[src/rtl/uart_rgb_rx.sv]
// UART 8N1 receiver that packs R,G,B byte triplets into 24-bit pixels,
// with a per-frame pixel counter and a byte-gap timeout.
module uart_rgb_rx #(
  parameter int CLK_FREQ = 50000000,
  parameter int UART_BPS = 115200,
  parameter int IMG_W    = 640,
  parameter int IMG_H    = 480
) (
  input  logic        sys_clk,
  input  logic        sys_rst_n,
  input  logic        uart_rxd,
  output logic [23:0] pix_rgb,
  output logic        pix_valid,
  output logic        frame_done,
  output logic        rx_err
);

  localparam int BPS_CNT = CLK_FREQ / UART_BPS;
  localparam int NPIX    = IMG_W * IMG_H;
  localparam int TMO     = 16 * BPS_CNT;
  localparam int CW      = $clog2(BPS_CNT + 1);
  localparam int PW      = (NPIX > 1) ? $clog2(NPIX) : 1;
  localparam int TW      = $clog2(TMO + 1);

  localparam logic [CW-1:0] HALF_C = CW'(BPS_CNT / 2);
  localparam logic [CW-1:0] FULL_C = CW'(BPS_CNT - 1);
  localparam logic [PW-1:0] LAST_C = PW'(NPIX - 1);
  localparam logic [TW-1:0] TMO_C  = TW'(TMO - 1);

  typedef enum logic [1:0] {
    IDLE  = 2'd0,
    START = 2'd1,
    DATA  = 2'd2,
    STOP  = 2'd3
  } state_e;

  state_e        state_q, state_d;
  logic          rx_s1_q, rx_s2_q, rx_s3_q;
  logic [CW-1:0] cnt_q, cnt_d;
  logic [2:0]    bit_q, bit_d;
  logic [7:0]    sh_q, sh_d;
  logic [1:0]    phase_q, phase_d;
  logic [7:0]    r_q, r_d;
  logic [7:0]    g_q, g_d;
  logic [PW-1:0] pix_cnt_q, pix_cnt_d;
  logic [TW-1:0] tmo_q, tmo_d;
  logic [23:0]   pix_rgb_q;
  logic          pix_valid_q, frame_done_q, rx_err_q;

  logic fall, accept, ferr, tmo_fire, pix_done, pix_last;

  assign fall = rx_s3_q & ~rx_s2_q;

  always_comb begin
    state_d = state_q;
    cnt_d   = cnt_q;
    bit_d   = bit_q;
    sh_d    = sh_q;
    accept  = 1'b0;
    ferr    = 1'b0;
    unique case (state_q)
      IDLE: begin
        if (fall) begin
          state_d = START;
          cnt_d   = '0;
        end
      end
      START: begin
        if (cnt_q == HALF_C) begin
          cnt_d   = '0;
          bit_d   = '0;
          state_d = rx_s2_q ? IDLE : DATA;
        end else begin
          cnt_d = cnt_q + CW'(1);
        end
      end
      DATA: begin
        if (cnt_q == FULL_C) begin
          cnt_d = '0;
          sh_d  = {rx_s2_q, sh_q[7:1]};
          bit_d = bit_q + 3'd1;
          if (bit_q == 3'd7) state_d = STOP;
        end else begin
          cnt_d = cnt_q + CW'(1);
        end
      end
      STOP: begin
        if (cnt_q == FULL_C) begin
          cnt_d   = '0;
          state_d = IDLE;
          accept  = rx_s2_q;
          ferr    = ~rx_s2_q;
        end else begin
          cnt_d = cnt_q + CW'(1);
        end
      end
    endcase
  end

  // Gap timer only runs while a pixel is partially assembled and the line is idle.
  assign tmo_fire = (phase_q != 2'd0) && (state_q == IDLE) && (tmo_q == TMO_C);
  assign pix_done = accept && (phase_q == 2'd2);
  assign pix_last = (pix_cnt_q == LAST_C);

  always_comb begin
    phase_d   = phase_q;
    r_d       = r_q;
    g_d       = g_q;
    pix_cnt_d = pix_cnt_q;
    tmo_d     = tmo_q;
    if (accept || state_q != IDLE || phase_q == 2'd0 || tmo_fire)
      tmo_d = '0;
    else
      tmo_d = tmo_q + TW'(1);
    if (ferr || tmo_fire) begin
      phase_d = 2'd0;
    end else if (accept) begin
      unique case (1'b1)
        (phase_q == 2'd0): begin
          r_d     = sh_q;
          phase_d = 2'd1;
        end
        (phase_q == 2'd1): begin
          g_d     = sh_q;
          phase_d = 2'd2;
        end
        default: phase_d = 2'd0;
      endcase
    end
    if (pix_done)
      pix_cnt_d = pix_last ? '0 : pix_cnt_q + PW'(1);
  end

  always_ff @(posedge sys_clk or negedge sys_rst_n) begin
    if (!sys_rst_n) begin
      rx_s1_q      <= 1'b1;
      rx_s2_q      <= 1'b1;
      rx_s3_q      <= 1'b1;
      state_q      <= IDLE;
      cnt_q        <= '0;
      bit_q        <= '0;
      sh_q         <= '0;
      phase_q      <= '0;
      r_q          <= '0;
      g_q          <= '0;
      pix_cnt_q    <= '0;
      tmo_q        <= '0;
      pix_rgb_q    <= '0;
      pix_valid_q  <= 1'b0;
      frame_done_q <= 1'b0;
      rx_err_q     <= 1'b0;
    end else begin
      rx_s1_q      <= uart_rxd;
      rx_s2_q      <= rx_s1_q;
      rx_s3_q      <= rx_s2_q;
      state_q      <= state_d;
      cnt_q        <= cnt_d;
      bit_q        <= bit_d;
      sh_q         <= sh_d;
      phase_q      <= phase_d;
      r_q          <= r_d;
      g_q          <= g_d;
      pix_cnt_q    <= pix_cnt_d;
      tmo_q        <= tmo_d;
      pix_valid_q  <= pix_done;
      frame_done_q <= pix_done && pix_last;
      rx_err_q     <= ferr || tmo_fire;
      if (pix_done) pix_rgb_q <= {r_q, g_q, sh_q};
    end
  end

  assign pix_rgb    = pix_rgb_q;
  assign pix_valid  = pix_valid_q;
  assign frame_done = frame_done_q;
  assign rx_err     = rx_err_q;

endmodule

[config.mk]
export PLATFORM = sky130hd
export DESIGN_NAME = uart_rgb_rx
export DESIGN_NICKNAME = d
export VERILOG_FILES = /design/src/rtl/uart_rgb_rx.sv
export SDC_FILE = /design/constraint.sdc
export NUM_CORES = 1
export LEC_CHECK = 0
export ABC_CLOCK_PERIOD_IN_PS = 3350
export BUFFER_PORTS_ARGS = -buffer_cell sky130_fd_sc_hd__buf_2
export CAP_MARGIN = 30
export CORE_MARGIN = 1
export CORE_UTILIZATION = 45
export DETAILED_ROUTE_END_ITERATION = 16
export PLACE_DENSITY = 0.58
export RECOVER_POWER = 100
export SLEW_MARGIN = 30
export SYNTH_ARGS = -nofsm -noshare
export SYNTH_HDL_FRONTEND = slang
export SYNTH_SLANG_ARGS = --single-unit
[constraint.sdc]
create_clock -name sys_clk -period 3.35 [get_ports sys_clk]
set_clock_uncertainty 0.15 [all_clocks]
set_input_delay 0.1675 -clock sys_clk [delete_from_list [all_inputs] [get_ports sys_clk]]
set_output_delay 0.1675 -clock sys_clk [all_outputs]
set_load 0.01 [all_outputs]
==> flow_summary.ini <==
[run_status]
status = finished, violations left
failed_checks = max-capacitance violations, max-slew violations

[timing]
slew_violations = 66
period_minus_slack_ps = 2830
setup_tns_ps = 0
max_freq_mhz = 353
finalCritPeriodShare_pct = 84.6
setup_viol = 0
rsz0062_at_grt = no
worstMarginPinSlew_ps = 1590
finalHoldViolCount = 0
relSlewSlack_pct = -6.18

[clocking]
post_cts_resized = 0
cts_tree = done
cts_root_buf = clkbuf_8
clkSinkCount = 102
clock_path_buffers = 2
htree_levels = 3
clk_pin_slew_worst_paths_ps = 100
clkLatencyLatePin_ps = 370
cts_buffers = 9

[placement]
place.port_buffers = 29
placed_area_um2 = 4910
gp_congestion = 0.755
post-dp-hpwl_um = 5910

[run]
drv_cap = 1

[synth]
ys.flop_type = dfrtp_1
synthArstFlopShare_pct = 100
syn-cell-area_um2 = 4610
synth_edf_count = 0
synth.avg_cell_area_um2 = 10.5
synth-seq-cells = 102
synthCells = 440
ys_seq_area_share_pct = 55.4
synth_nets = 449
synth_cell_types = 51
synth_warnings = 0

[setup_path]
arrival_ps = 2940
critPathKind = register to register
path_max_fanout = 9
start_kind = register
critPathRequiredTime_ps = 3460
worst_setup_path_end_kind = register

[cells_and_area]
num-fill-cells = 924
fin_util_pct = 51.5
fin_nets = 484
layout_common_cells = 105 x nand2_1, 99 x dfrtp_1, 28 x clkbuf_1
drive_gt1_share_pct = 11.7
synthToLayoutAreaGrowth_pct = 10.1
layout_commonest_cell = nand2_1
final_area_um2 = 5080
n_antenna_cell = 0

[global_route]
top_usage_layer = met2
grt_use_met2_pct = 26.7
grt_max_degree = 66
grt-ovfl-total = 0
use_met3_pct = 2.76
first_global_vias = 2960
grt_use_total_pct = 18.2
met1_usage_pct = 26.5
antenna_found_initial = 0
grt_pass1_wl_um = 14700

[drt]
drc = 0
dr.pass1.iters = 4
drtAntennaViolNets = 0
totalWireLength_um = 8840
vias = 3256
via_per_inst = 5.31
drt-wirelength-per-cell_um = 14.4
drt-initial-drc-count = 110

[power]
intPower_uw = 1760
power_frac_comb_pct = 8.0
power.share.clock_pct = 37.2
p_total_uw = 2390
total_leakage_power_uw = 0.00235
peakVddDrop_mv = 0.222
pwr-share-seq_pct = 54.9
swShare_pct = 26.4
pwr_density_cell_nw_per_um2 = 472
power_switching_uw = 632

[floorplanning]
die_w_um = 103
fp.dieH_um = 103
io_pins = 30
initial_core_util_pct = 46.8
core.rowCount = 36
dieArea_um2 = 10700
core-area_um2 = 9860

[worst_hold_path]
hold_path.class = register to register
-- sequential cells by signal, indices dropped and copies added, names as in the netlist, named ones only --
signal      count
tmo_q          13
rx_s2_q         1
phase_q         2
g_q             8
rx_s1_q         1
pix_cnt_q      19
cnt_q           9
state_q         1
r_q             8
frame_done      1
bit_q           3
rx_err          1
pix_rgb        24
sh_q            8
rx_s3_q         1
pix_valid       1
-- power groups by stage --
stage	registers [uW]	clock network [uW]	logic, uW
4_1_cts	1320	916	199
2_1_floorplan	1310	0	148
3_3_place_gp	1340	0	196
6_report	1310	890	191
5_1_grt	1320	962	221
3_5_place_dp	1340	0	196
-- area by class of cell --
| cell class | instances | area (um2) | share of cell area [%] |
|---|---|---|---|
| flip-flops and latches | 102 | 2560 | 50.3 |
| clock buffers | 10 | 128 | 2.51 |
| clock inverters | 6 | 100 | 1.97 |
| well taps | 133 | 166 | 3.28 |
| repair buffers | 36 | 169 | 3.33 |
| inverters | 15 | 56.3 | 1.11 |
| multi-input cells | 311 | 1900 | 37.5 |
-- what timing repair did --
action / CTS / global route
hold endpoints to repair: 64 / 0
buffers inserted: 0 / 0
hold buffers: 2 / 0
-- worst max-delay path, cell delays in order (launching register included) --
cell and delay [ps]:
dfrtp_1 410, inv_1 80, ha_1 150, and4bb_2 310, nand4_1 400, nor3_2 810
mux2_2 410
-- worst paths after layout --
check                          start      endpoint  slack, ps  cells past startpoint
min in group asynchronous  sys_rst_n  pix_cnt_q[2]        570                      2
setup reg to reg            cnt_q[1]        g_q[2]        520                      6
hold / removal               rx_s1_q       rx_s2_q        220                      0
hold reg to reg              rx_s1_q       rx_s2_q        220                      0
max in group asynchronous  sys_rst_n       rx_s1_q       1360                      3
setup / recovery            cnt_q[1]        g_q[2]        520                      6
-- metal layers --
layer / wire length (um) / vias to the layer above
met5: 0 / -
met4: 82 / 0
met3: 258 / 6
li1: - / 1610
met1: 4470 / 1592
met2: 4030 / 48
-- synthesized netlist by cell type, types with 2 or more instances --
cell type	instances	area share [%]
clkbuf_1	7	0.57
nor4b_1	4	0.76
nor2b_1	3	0.41
and4_1	6	1.1
dfrtp_1	99	54
nand2_1	105	8.5
and4b_1	2	0.43
nor4_4	2	0.92
or4_1	6	0.98
dfstp_2	3	1.7
or2_2	3	0.41
xnor2_1	11	2.1
o22ai_1	7	0.95
nor4_1	6	0.81
buf_4	2	0.33
nor3_1	7	0.76
o211ai_1	4	0.65
a31o_2	2	0.38
ha_1	6	1.6
and2_1	2	0.27
or3_1	2	0.27
xor2_1	9	1.7
o31ai_1	6	0.98
nor2_1	24	2.0
o21ai_0	14	1.5
mux2i_1	2	0.43
and3b_1	2	0.38
buf_2	3	0.33
mux2_2	24	5.9
nand2b_1	4	0.54
inv_1	15	1.2
a21oi_1	8	0.87
nand3_1	17	1.8
nand4_1	6	0.81
-- cells by family after synthesis --
| kind of cell | count (synthesis) | synth area share [%] |
|---|---|---|
| DFF | 102 | 55.4 |
| adders and majority gates | 6 | 1.63 |
| muxes | 26 | 6.29 |
| buffers and inverters | 27 | 2.44 |
| AOI/OAI and AO/OA | 51 | 7.24 |
| xor gates and xnor gates | 20 | 3.80 |
| and+or+nand+nor | 208 | 23.2 |
-- metrics by stage --
step	cells	setup WS, ps	hold slack [ps]
after floorplan	440	1220	-278
after global placement	595	898	123
after detailed placement	595	855	125
after CTS	613	843	212
after global routing	613	374	223
final	613	516	217
Note: power is estimated with default switching activity, not from simulation.
